**src/rtl/fetch_unit.sv**
```systemverilog
// RV32 instruction fetch stage: owns the PC, issues word-aligned imem requests under
// a credit limit, buffers returned words with their PCs and hands them to decode.
module fetch_unit #(
  parameter logic [31:0] RESET_PC = 32'h0000_0000,
  parameter int          DEPTH    = 2
) (
  input  logic        clk,
  input  logic        rst,
  output logic        imem_req_valid,
  output logic [31:0] imem_req_addr,
  input  logic        imem_req_ready,
  input  logic        imem_rsp_valid,
  input  logic [31:0] imem_rsp_data,
  input  logic        redirect_valid,
  input  logic [31:0] redirect_pc,
  output logic        inst_valid,
  output logic [31:0] inst,
  output logic [31:0] inst_pc,
  input  logic        inst_ready
);

  localparam int          PW      = $clog2(DEPTH);
  localparam int          CW      = $clog2(DEPTH + 1);
  localparam logic [CW:0] DEPTH_W = (CW + 1)'(DEPTH);
  localparam logic [31:0] NOP     = 32'h0000_0013;

  typedef enum logic [0:0] {
    RUN   = 1'b0,
    FLUSH = 1'b1
  } state_e;

  state_e          state_q, state_d;
  logic [31:0]     fetch_pc_q, fetch_pc_d;
  logic [31:0]     rsp_pc_q, rsp_pc_d;
  logic [CW-1:0]   out_q, out_d;
  logic [CW-1:0]   disc_q, disc_d;
  logic [CW-1:0]   cnt_q, cnt_d;
  logic [PW-1:0]   wr_ptr_q, wr_ptr_d;
  logic [PW-1:0]   rd_ptr_q, rd_ptr_d;
  logic [31:0]     mem_inst_q [DEPTH];
  logic [31:0]     mem_pc_q   [DEPTH];

  logic            credit_s, accept_s, rsp_s, drop_s, push_s, pop_s, empty_s;
  logic [31:0]     target_s;

  // In-flight plus buffered words never exceed DEPTH, so a response always has a slot.
  assign credit_s       = ({1'b0, out_q} + {1'b0, cnt_q}) < DEPTH_W;
  assign imem_req_valid = !rst && credit_s && !redirect_valid;
  assign imem_req_addr  = fetch_pc_q;
  assign accept_s       = imem_req_valid && imem_req_ready;
  assign rsp_s          = imem_rsp_valid && !rst && (out_q != {CW{1'b0}});
  assign drop_s         = rsp_s && (redirect_valid || (state_q == FLUSH));
  assign push_s         = rsp_s && !drop_s;
  assign empty_s        = (cnt_q == {CW{1'b0}});
  assign inst_valid     = !empty_s && !redirect_valid;
  assign pop_s          = inst_valid && inst_ready;
  assign target_s       = redirect_pc & 32'hFFFF_FFFC;

  // Head-of-FIFO presentation; NOP and PC 0 while nothing is buffered.
  always_comb begin
    inst    = NOP;
    inst_pc = 32'h0000_0000;
    if (!empty_s) begin
      inst    = mem_inst_q[rd_ptr_q];
      inst_pc = mem_pc_q[rd_ptr_q];
    end else begin
      inst    = NOP;
      inst_pc = 32'h0000_0000;
    end
  end

  // Next-state for PCs, credit counters, FIFO pointers and the RUN/FLUSH state.
  always_comb begin
    fetch_pc_d = fetch_pc_q;
    rsp_pc_d   = rsp_pc_q;
    out_d      = out_q;
    disc_d     = disc_q;
    cnt_d      = cnt_q;
    wr_ptr_d   = wr_ptr_q;
    rd_ptr_d   = rd_ptr_q;
    if (redirect_valid) begin
      fetch_pc_d = target_s;
      rsp_pc_d   = target_s;
      out_d      = out_q - CW'(rsp_s);
      disc_d     = out_q - CW'(rsp_s);
      cnt_d      = {CW{1'b0}};
      wr_ptr_d   = {PW{1'b0}};
      rd_ptr_d   = {PW{1'b0}};
    end else begin
      if (accept_s) begin
        fetch_pc_d = fetch_pc_q + 32'd4;
      end else begin
        fetch_pc_d = fetch_pc_q;
      end
      out_d = out_q + CW'(accept_s) - CW'(rsp_s);
      if (drop_s) begin
        disc_d = disc_q - CW'(1'b1);
      end else begin
        disc_d = disc_q;
      end
      if (push_s) begin
        rsp_pc_d = rsp_pc_q + 32'd4;
        wr_ptr_d = wr_ptr_q + PW'(1'b1);
      end else begin
        rsp_pc_d = rsp_pc_q;
        wr_ptr_d = wr_ptr_q;
      end
      if (pop_s) begin
        rd_ptr_d = rd_ptr_q + PW'(1'b1);
      end else begin
        rd_ptr_d = rd_ptr_q;
      end
      cnt_d = cnt_q + CW'(push_s) - CW'(pop_s);
    end
    state_d = (disc_d != {CW{1'b0}}) ? FLUSH : RUN;
  end

  // Control state with synchronous reset.
  always_ff @(posedge clk) begin
    if (rst) begin
      state_q    <= RUN;
      fetch_pc_q <= RESET_PC;
      rsp_pc_q   <= RESET_PC;
      out_q      <= {CW{1'b0}};
      disc_q     <= {CW{1'b0}};
      cnt_q      <= {CW{1'b0}};
      wr_ptr_q   <= {PW{1'b0}};
      rd_ptr_q   <= {PW{1'b0}};
    end else begin
      state_q    <= state_d;
      fetch_pc_q <= fetch_pc_d;
      rsp_pc_q   <= rsp_pc_d;
      out_q      <= out_d;
      disc_q     <= disc_d;
      cnt_q      <= cnt_d;
      wr_ptr_q   <= wr_ptr_d;
      rd_ptr_q   <= rd_ptr_d;
    end
  end

  // FIFO storage; contents are only observed through a non-empty head.
  always_ff @(posedge clk) begin
    if (push_s) begin
      mem_inst_q[wr_ptr_q] <= imem_rsp_data;
      mem_pc_q[wr_ptr_q]   <= rsp_pc_q;
    end
  end

endmodule

```
**config.mk**
```make
export PLATFORM = sky130hd
export DESIGN_NAME = fetch_unit
export DESIGN_NICKNAME = d
export VERILOG_FILES = /design/src/rtl/fetch_unit.sv
export SDC_FILE = /design/constraint.sdc
export NUM_CORES = 1
export LEC_CHECK = 0
export BUFFER_PORTS_ARGS = -buffer_cell sky130_fd_sc_hd__buf_2
export CORE_MARGIN = 3
export CORE_UTILIZATION = 59
export CTS_BUF_LIST = sky130_fd_sc_hd__clkbuf_16
export DETAILED_ROUTE_END_ITERATION = 8
export GPL_TIMING_DRIVEN = 0
export PLACE_DENSITY = 0.82
export SLEW_MARGIN = 30
export SYNTH_ARGS = -nofsm -noshare
export SYNTH_HDL_FRONTEND = slang
export SYNTH_SLANG_ARGS = --single-unit
```
**constraint.sdc**
```tcl
create_clock -name clk -period 11.1 [get_ports clk]
set_clock_uncertainty 0.2 [all_clocks]
set_input_delay 0.555 -clock clk [delete_from_list [all_inputs] [get_ports clk]]
set_output_delay 0.555 -clock clk [all_outputs]
set_load 0.05 [all_outputs]
```
---- After elaboration in Yosys (flattened, before gate mapping) ----
Memories as Yosys holds them, arrays and structs flattened. A register that Yosys moved wholly into a read port is not among the register bits.
Cells that the tools add are included.
storage, ports and cells
  register bits after elaboration ......... 73
  output and inout bits ................... 98
  memories kept ........................... 2
  word-level logic and storage cells ...... 60
  memory bits (writable) .................. 128
  bits of input ports ..................... 70
memories
  name        depth  width  read ports  clocked after memory_dff  write ports  line  RTL
  mem_inst_q  2      32     1           1                         1            40    logic [31:0] mem_inst_q [DEPTH];
  mem_pc_q    2      32     1           1                         1            41    logic [31:0] mem_pc_q [DEPTH];
operators by class
  add/sub/neg operators ................... 11
  mux-type cells .......................... 16
  reduce and logical (&&, ||, !) cells .... 20
  order comparisons ....................... 1
operators with widths
  kind                                                        count
  2-to-1 mux 32 bit                                           6
  adder 32 x 3 -> 32 bit, second input constant               2
  logical AND 1 bit                                           9
  nonzero test 2 bit                                          4
  2-to-1 mux 1 bit                                            7
  2-to-1 mux 2 bit                                            3
  subtractor 2 x 1 -> 2 bit                                   3
  adder 2 x 1 -> 2 bit                                        2
  zero test 1 bit                                             4
  adder 2 x 2 -> 3 bit                                        1
  less-than comparator 3 x 2 -> 1 bit, second input constant  1
  adder 1 bit, second input constant                          2
  zero test 2 bit                                             1
  OR reduction 2 bit                                          1
  subtractor 2 x 1 -> 2 bit, second input constant            1
  logical OR 1 bit                                            1

---- Longest topological paths before layout ----
Gate-level depths: netlist (run 1).
  word-level depth ........................ 8
  mapped depth ............................ 13
  mapped depth without buffers ............ 12

---- Least setup slack after synthesis (run 1) ----
OpenSTA, ideal clock, no wires.
  path kind ............................... input -> register
  from .................................... in redirect_valid
  to ...................................... mem mem_inst_q[0][0] (enable)
  stages .................................. 7
  setup time .............................. 482 ps
  buffers on the path ..................... 3
  slack ................................... 6209 ps
  required time ........................... 10418 ps
  arrival time ............................ 4209 ps
  path through ............................ buf_6 or3_4 nor2_4 inv_2 buf_2 buf_2 nor2_1
between the ends
  word-level cells in the longest chain between the ends .. 6
RTL lines
  element                                 line  RTL
  start, declared                         14    input logic redirect_valid,
  logical OR 1 bit                        52    assign drop_s = rsp_s && (redirect_valid || (state_q == FLUSH));
  logical AND 1 bit                       52
  zero test 1 bit                         53    assign push_s = rsp_s && !drop_s;
  logical AND 1 bit                       53
  2-to-1 mux 1 bit                        143   if (push_s) begin
  2-to-1 mux 1 bit (implied by the code)  144   mem_inst_q[wr_ptr_q] <= imem_rsp_data;
  end, declared                           40
No other way between the ends.

---- Worst setup path in the final report (run 1) ----
  from .................................... reg cnt_q[0]
  to ...................................... reg out_q[1]
between the ends
  word-level cells in the longest chain between the ends .. 8
RTL lines
  element                              line  RTL
  start, declared                      37    logic [CW-1:0] cnt_q, cnt_d;
  start signal, assigned               126   cnt_q <= {CW{1'b0}};
  start signal, assigned               135   cnt_q <= cnt_d;
  adder 2 x 2 -> 3 bit                 47    assign credit_s = ({1'b0, out_q} + {1'b0, cnt_q}) < DEPTH_W;
  less-than comparator 3 x 2 -> 1 bit  47
  logical AND 1 bit (2 in a row)       48    assign imem_req_valid = !rst && credit_s && !redirect_valid;
  logical AND 1 bit                    50    assign accept_s = imem_req_valid && imem_req_ready;
  adder 2 x 1 -> 2 bit                 95    out_d = out_q + CW'(accept_s) - CW'(rsp_s);
  subtractor 2 x 1 -> 2 bit            95
  2-to-1 mux 2 bit                     81    if (redirect_valid) begin
  end signal, assigned                 124   out_q <= {CW{1'b0}};
  end signal, assigned                 133   out_q <= out_d;
  end, declared                        35    logic [CW-1:0] out_q, out_d;
No other way between the ends.
A chain may end at the register's enable or synchronous reset.

==> flow_summary_export.csv, run 1 <==
group,metric,value,unit
floorplanning,fp.dieW,129.5,µm
floorplanning,core-area,0.01475,mm²
sta,setup_viol,0,
final_layout,stdcell_count,1181,
synthesis,synth_edf_count,124,
final_layout,drive_gt1_frac,0.2187,
clock_network,cts_hold_buffers,0,
clock_network,clk_pin_slew,0.07,ns
sta,finalCriticalPeriod,3.622,ns
final_layout,stdcell_area,0.01073,mm²
clock_network,clock-root-buffer,"clkbuf_16",
clock_network,cts_buffer_depth,2,
flow_run,max_cap_violations,0,
sta,finalMaxSlewViolations,0,
clock_network,post_cts.repair.setup_buffers,0,
floorplanning,rows,44,
final_layout,syn_to_final_growth,19.15,%
synthesis,yosys.area.top_type_share,0.4136,
min_path,hold_depth,1,
route,num_vias,7638,
placed_design,port_buffers,160,
global_routing,grtUsageTotal,0.2790,
status,outcome,"finished clean",
setup_path,r2r_slack,7.48,ns
floorplanning,start_util,0.6102,
sta,relSlewSlack,0.4112,
setup_path,crit_path_end_kind,"flip-flop",
global_routing,grt_max_degree,36,
final_layout,final_nets,1062,
floorplanning,dieArea,0.01678,mm²
synthesis,synth.most_common_cell,"edfxtp_1",
synthesis,synthFlopType,"edfxtp_1",
route,routed_via_density,6.467,
placed_design,dp_hpwl,16890,µm
setup_path,path_max_fanout,9,
clock_network,cts_tree,"done",
pwr,power.leakage,0.003808,µW
setup_path,path_class,"flip-flop to flip-flop",
setup_path,rr_worst_depth,13,
global_routing,first_global_vias,7180,
setup_path,cp-start-kind,"flip-flop",
sta,hold_violations,0,
placed_design,gp_congestion,0.9525,
clock_network,cts.repair.resized,0,
setup_path,critPathArrivalTime,3.72,ns
clock_network,htree_num_levels,4,
placed_design,place_inst,1149,
final_layout,regArea,0.005125,mm²
floorplanning,die_y,129.5,µm
synthesis,seq_area_frac_synth,0.5693,
route,drc,0,
min_path,min_from,"imem_rsp_data[9]",
synthesis,yosys_register_bits,194,
sta,clock.fmax,276.1,MHz
clock_network,clock-sinks,194,
final_layout,num-fill-cells,1009,
global_routing,grt_overflow_total,0,
global_routing,grt_antenna_before_repair,0,
clock_network,numCtsBuffers,17,
synthesis,async_flop_share,0,
sta,rsz0062_at_grt,"false",
synthesis,yosysTopAreaCell,"edfxtp_1",
synthesis,synth_cell_type_count,63,
placed_design,place_area,0.01016,mm²
setup_path,worstReg2RegEnd,"out_q[1]",
pwr,power.density,143.2,mW/mm²
route,ant_nets,0,
pwr,ir_drop,0.1205,mV
sta,final.setup.tns,0,ns
global_routing,grt_pass1_wl,36470,µm
setup_path,r2r-start,"cnt_q[0]",
synthesis,synth_cells,798,
min_path,holdPathEnd,"mem_inst_q[0][9]",
clock_network,clk_latency,0.43,ns
sta,fin_crit_sh,0.3263,
synthesis,ys_top_cells_by_count,"edfxtp_1, nor2_1, dfxtp_1",
synthesis,yosys_warnings,0,
sta,tightest_slew,0.8800,ns
synthesis,yosys-top-cells-area,"edfxtp_1, dfxtp_1, mux2i_1",
min_path,worst_hold_path_type,"input port to flip-flop",
final_layout,final_util,0.7270,
final_layout,diodes,0,
floorplanning,num_io_pins,168,
synthesis,avgSynthCellArea,11.28,µm²
route,wl_per_cell,20.16,µm
route,dr.pass1.iters,6,
setup_path,worstPathRequired,11.20,ns
final_layout,multiInputGateArea,0.003608,mm²
route,dr.first_iter.drc_count,869,
synthesis,syn-cell-area,0.009002,mm²
route,wl,23810,µm
==> state kept, by name, summed over array words and instances, names as in the netlist, named ones only <==
signal,cells
mem_inst_q,64
mem_pc_q,60
imem_req_addr,30
rsp_pc_q,30
cnt_q,2
disc_q,2
out_q,2
rd_ptr_q,1
state_q,1
wr_ptr_q,1
==> worst max-delay path, cell delays in order (launching register included) <==
cell      delay (ns)
dfxtp_1         0.50
and2_1          0.20
fa_1            0.49
or3b_1          0.40
clkbuf_1        0.18
nor2_2          0.28
inv_2           0.18
ha_1            0.31
inv_1           0.04
ha_1            0.18
xnor2_1         0.12
o21ai_0         0.21
xnor2_1         0.16
nor2_1          0.06
==> logic make-up (layout without fill, tap and decap cells) <==
| group | Yosys count | after routing | synth area share |
|---|---|---|---|
| buffers and inverters | 69 | 265 | 0.03224 |
| and+or+nand+nor | 305 | 305 | 0.1844 |
| AOI/OAI and AO/OA | 140 | 140 | 0.1138 |
| xor gates and xnor gates | 16 | 16 | 0.01557 |
| adders and majority gates | 8 | 8 | 0.01195 |
| DFF | 194 | 194 | 0.5693 |
| other | 1 | 4 | 0.0004166 |
| muxes | 65 | 65 | 0.07227 |
==> area by class of cell <==
type | instances | area share
multi-input cells | 538 | 0.3364
clock inverters | 15 | 0.01341
plain buffers | 56 | 0.02251
repair buffers | 164 | 0.08422
clock buffers | 17 | 0.03966
well taps | 184 | 0.02146
inverters | 13 | 0.004549
flip-flops and latches | 194 | 0.4778
==> routing by layer <==
layer | routed length [µm] | vias up | part of all wire | global-route usage
li1 | - | 3451 | - | -
met1 | 9387 | 3602 | 0.39 | 0.3601
met2 | 11070 | 506 | 0.47 | 0.4607
met3 | 2537 | 79 | 0.11 | 0.04946
met4 | 810 | 0 | 0.034 | 0.1308
met5 | 0 | - | 0 | 0
==> worst max path at each step <==
stage                         startpoint          endpoint  slack (ns)  cells past startpoint
after global placement    redirect_valid   mem_pc_q[0][30]        4.68                      7
after detailed placement             rst          out_q[1]        7.45                     12
after global routing            cnt_q[0]          out_q[1]        7.34                     13
after floorplan           redirect_valid  mem_inst_q[0][0]        6.21                      7
final                           cnt_q[0]          out_q[1]        7.48                     13
after CTS                       cnt_q[0]          out_q[1]        7.58                     13
==> layout by cell type, fill, tap and decap left out, drive strengths merged, types with 5 or more instances in the layout <==
cell | netlist | routed
and4 | 13 | 13
and2 | 13 | 13
nand4 | 33 | 33
o21ai | 17 | 17
nor3b | 5 | 5
nand2 | 39 | 39
nor2 | 87 | 87
o31ai | 9 | 9
a21oi | 7 | 7
ha | 7 | 7
nor3 | 11 | 11
xnor2 | 9 | 9
a21boi | 7 | 7
o21a | 14 | 14
dfxtp | 70 | 70
o211ai | 13 | 13
nand3 | 30 | 30
or3 | 15 | 15
clkbuf | 39 | 56
xor2 | 7 | 7
mux2i | 65 | 65
and3 | 10 | 10
a31oi | 23 | 23
edfxtp | 124 | 124
nor4 | 15 | 15
o311ai | 9 | 9
clkinv | 0 | 6
o31a | 14 | 14
inv | 13 | 19
buf | 17 | 181
a311oi | 9 | 9
or4 | 17 | 17
==> through the flow <==
step	power, µW	setup slack (ns)	hold slack (ns)
after floorplan	902.9	6.209	0.2202
after global placement	949.0	4.676	0.2294
after detailed placement	953.0	7.449	0.2384
after CTS	1534	7.578	0.1036
after global routing	1576	7.341	0.09951
final	1536	7.478	0.1106
==> report_power, final <==
| part | switching, µW | total, µW | internal, µW | leakage, µW |
|---|---|---|---|---|
| clock network | 263 | 594 | 331 | 0.000291 |
| logic | 89.1 | 131 | 42.3 | 0.00180 |
| registers | 25.7 | 810 | 785 | 0.00172 |
(Power assumes the default switching activity.)
==> run 2, diff against run 1 <==
- CORE_UTILIZATION: 59 -> 56
- PLACE_DENSITY: 0.82 -> 0.78
- clock period: 11.1 -> 3.5 ns (I/O delays scaled with it)
==> run 2 against run 1 <==
Power grew to 3.2 times the previous value; die area grew 5.1%; count of clock-buffer cells in the layout did not move; utilization rose by 0.97 points.
==> flow_summary_export.csv, run 2 (synthesis gave the netlist of run 1 again) <==
group,metric,value,unit
status,outcome,"finished clean",
setup_path,crit_buf_inv,2,
floorplanning,core-area,0.01548,mm²
sta,hold_violations,0,
sta,tightest_slew,0.8087,ns
floorplanning,dieArea,0.01763,mm²
clock_network,numCtsBuffers,17,
setup_path,critPathArrivalTime,3.38,ns
sta,fin_crit_sh,0.9363,
setup_path,r2r_slack,0.22,ns
final_layout,final_util,0.7367,
floorplanning,fp.dieW,132.8,µm
final_layout,stdcell_area,0.01141,mm²
route,dr.pass1.iters,6,
final_layout,layout_commonest_cell,"buf_2",
pwr,power.density,435.9,mW/mm²
min_path,min_from,"redirect_pc[19]",
global_routing,grt_overflow_total,0,
sta,setup_viol,0,
final_layout,regArea,0.005127,mm²
setup_path,path_max_fanout,9,
global_routing,grt_util_met2,0.4461,
sta,finalCriticalPeriod,3.277,ns
global_routing,top_usage_layer,"met2",
route,ant_nets,0,
pwr,p_int,3730,µW
setup_path,r2r-start,"cnt_q[0]",
global_routing,grt_antenna_before_repair,1,
global_routing,grt_util_met3,0.04639,
placed_design,gp_congestion,0.9334,
setup_path,critical_path.cell_chain,"and2_1 -> fa_1 -> or3b_4 -> nor2_4 -> inv_2 -> ha_1 -> inv_1 -> ha_1 -> xnor2_1 -> o21ai_0 -> xnor2_1 -> nor2_1",
sta,relSlewSlack,0.4589,
setup_path,startpoint,"cnt_q[0]",
route,num_vias,7657,
flow_run,max_cap_violations,0,
clock_network,cts_tree,"done",
setup_path,crit_family,"adder cells",
sta,finalMaxSlewViolations,0,
clock_network,clk_latency,0.43,ns
setup_path,crit_slowest_cell,"fa_1",
floorplanning,rows,45,
pwr,power.leakage,0.004070,µW
clock_network,cts_buffer_depth,2,
final_layout,final_nets,1124,
floorplanning,num_io_pins,168,
final_layout,reg.largest.list,"mem_inst_q (64), mem_pc_q (60)",
final_layout,largest_register,"mem_inst_q",
pwr,switching_share,0.2497,
placed_design,place_area,0.01018,mm²
pwr,power_frac_seq,0.517,
route,drc,0,
clock_network,htree_num_levels,4,
setup_path,cp_slowest_stage_delay,0.50,ns
route,wl,24590,µm
global_routing,grt_util_met1,0.3765,
min_path,hold_depth,4,
final_layout,drive_gt1_frac,0.2106,
setup_path,rr_worst_depth,12,
setup_path,worstReg2RegEnd,"out_q[1]",
route,routed_via_density,6.024,
clock_network,clock-root-buffer,"clkbuf_16",
placed_design,dp_hpwl,16820,µm
setup_path,worstPathRequired,3.60,ns
setup_path,crit_path_end_kind,"flip-flop",
setup_path,path_class,"flip-flop to flip-flop",
pwr,combPwrFrac,0.096,
pwr,switching_power,1242,µW
final_layout,layout_common_cells,"buf_2, edfxtp_1, nor2_1",
route,dr.first_iter.drc_count,705,
min_path,worst_hold_path_type,"input port to flip-flop",
placed_design,port_buffers,160,
pwr,p_clk_frac,0.387,
final_layout,num-fill-cells,1079,
clock_network,clk_pin_slew,0.07,ns
pwr,ir_drop,0.3916,mV
floorplanning,die_y,132.8,µm
setup_path,cp-start-kind,"flip-flop",
route,wl_per_cell,19.34,µm
sta,rsz0062_at_grt,"false",
global_routing,first_global_vias,7309,
floorplanning,start_util,0.5814,
global_routing,grtUsageTotal,0.2805,
placed_design,place_inst,1176,
sta,clock.fmax,305.2,MHz
final_layout,multiInputGateArea,0.003616,mm²
final_layout,syn_to_final_growth,26.71,%
final_layout,stdcell_count,1271,
global_routing,grt_max_degree,43,
global_routing,grt_pass1_wl,38940,µm
min_path,holdPathEnd,"rsp_pc_q[19]",
clock_network,clock-sinks,194,
final_layout,largest_reg_flops,64,
## run 2: cell count changes in the layout (fill, tap and decap cells not counted), sizes merged
cell and delta:
dlygate4sd3 +63, clkbuf -1, diode +1
## run 2: power groups by stage
stage               sequential, µW  combinational [µW]  clock [µW]
global route                  2580                 507        2010
floorplan                     2670                 192           0
finish                        2570                 475        1930
CTS                           2570                 466        1940
global placement              2620                 400           0
detailed placement            2620                 409           0
## run 2: per-stage QoR
step / worst slack [ns] / hold slack (ns) / setup TNS, ns / total power, µW
floorplan: 0.4545 / 0.07387 / 0 / 2863
global placement: -0.4646 / 0.1623 / -36.65 / 3015
detailed placement: -0.03379 / 0.1670 / -0.03379 / 3025
CTS: 0.01609 / 0.01094 / 0 / 4967
global route: 0.05365 / 0.02703 / 0 / 5098
finish: 0.2230 / 0.02397 / 0 / 4972
## run 2: area by class of cell
class	count	area share
clock buffer	17	0.03729
tap	211	0.02314
buffer	55	0.02084
antenna	1	0.0002194
inverter	13	0.004278
sequential	194	0.4495
clock inverter	15	0.01393
multi-input combinational	538	0.3170
timing repair buffer	227	0.1338
## run 2: layer usage
metal,part of all wire,vias up
met3,0.080,58
met5,0,-
met1,0.42,3610
li1,-,3577
met2,0.47,412
met4,0.029,0
## run 2: worst max path at each step
stage	endpoint	slack, ns	cells after the start
after detailed placement	out_q[1]	-0.03	13
after global placement	mem_inst_q[1][14]	-0.46	3
final	out_q[1]	0.22	12
after global routing	out_q[1]	0.05	12
after floorplan	out_q[1]	0.45	13
after CTS	out_q[1]	0.02	13
## run 2: timing repair
action	4_1_cts	5_1_grt
resized for setup	1	3
buffers inserted	0	0
hold endpoints to repair	117	0
hold buffers	63	0
setup endpoints to repair	1	2
## run 2: worst register-to-register path, stage by stage, from the launching register on
cell and delay [ns]:
dfxtp_2 0.41, and2_1 0.18, fa_1 0.50, or3b_4 0.49
nor2_4 0.18, inv_2 0.14, ha_1 0.30, inv_1 0.04
ha_1 0.18, xnor2_1 0.13, o21ai_0 0.20, xnor2_1 0.15
nor2_1 0.06
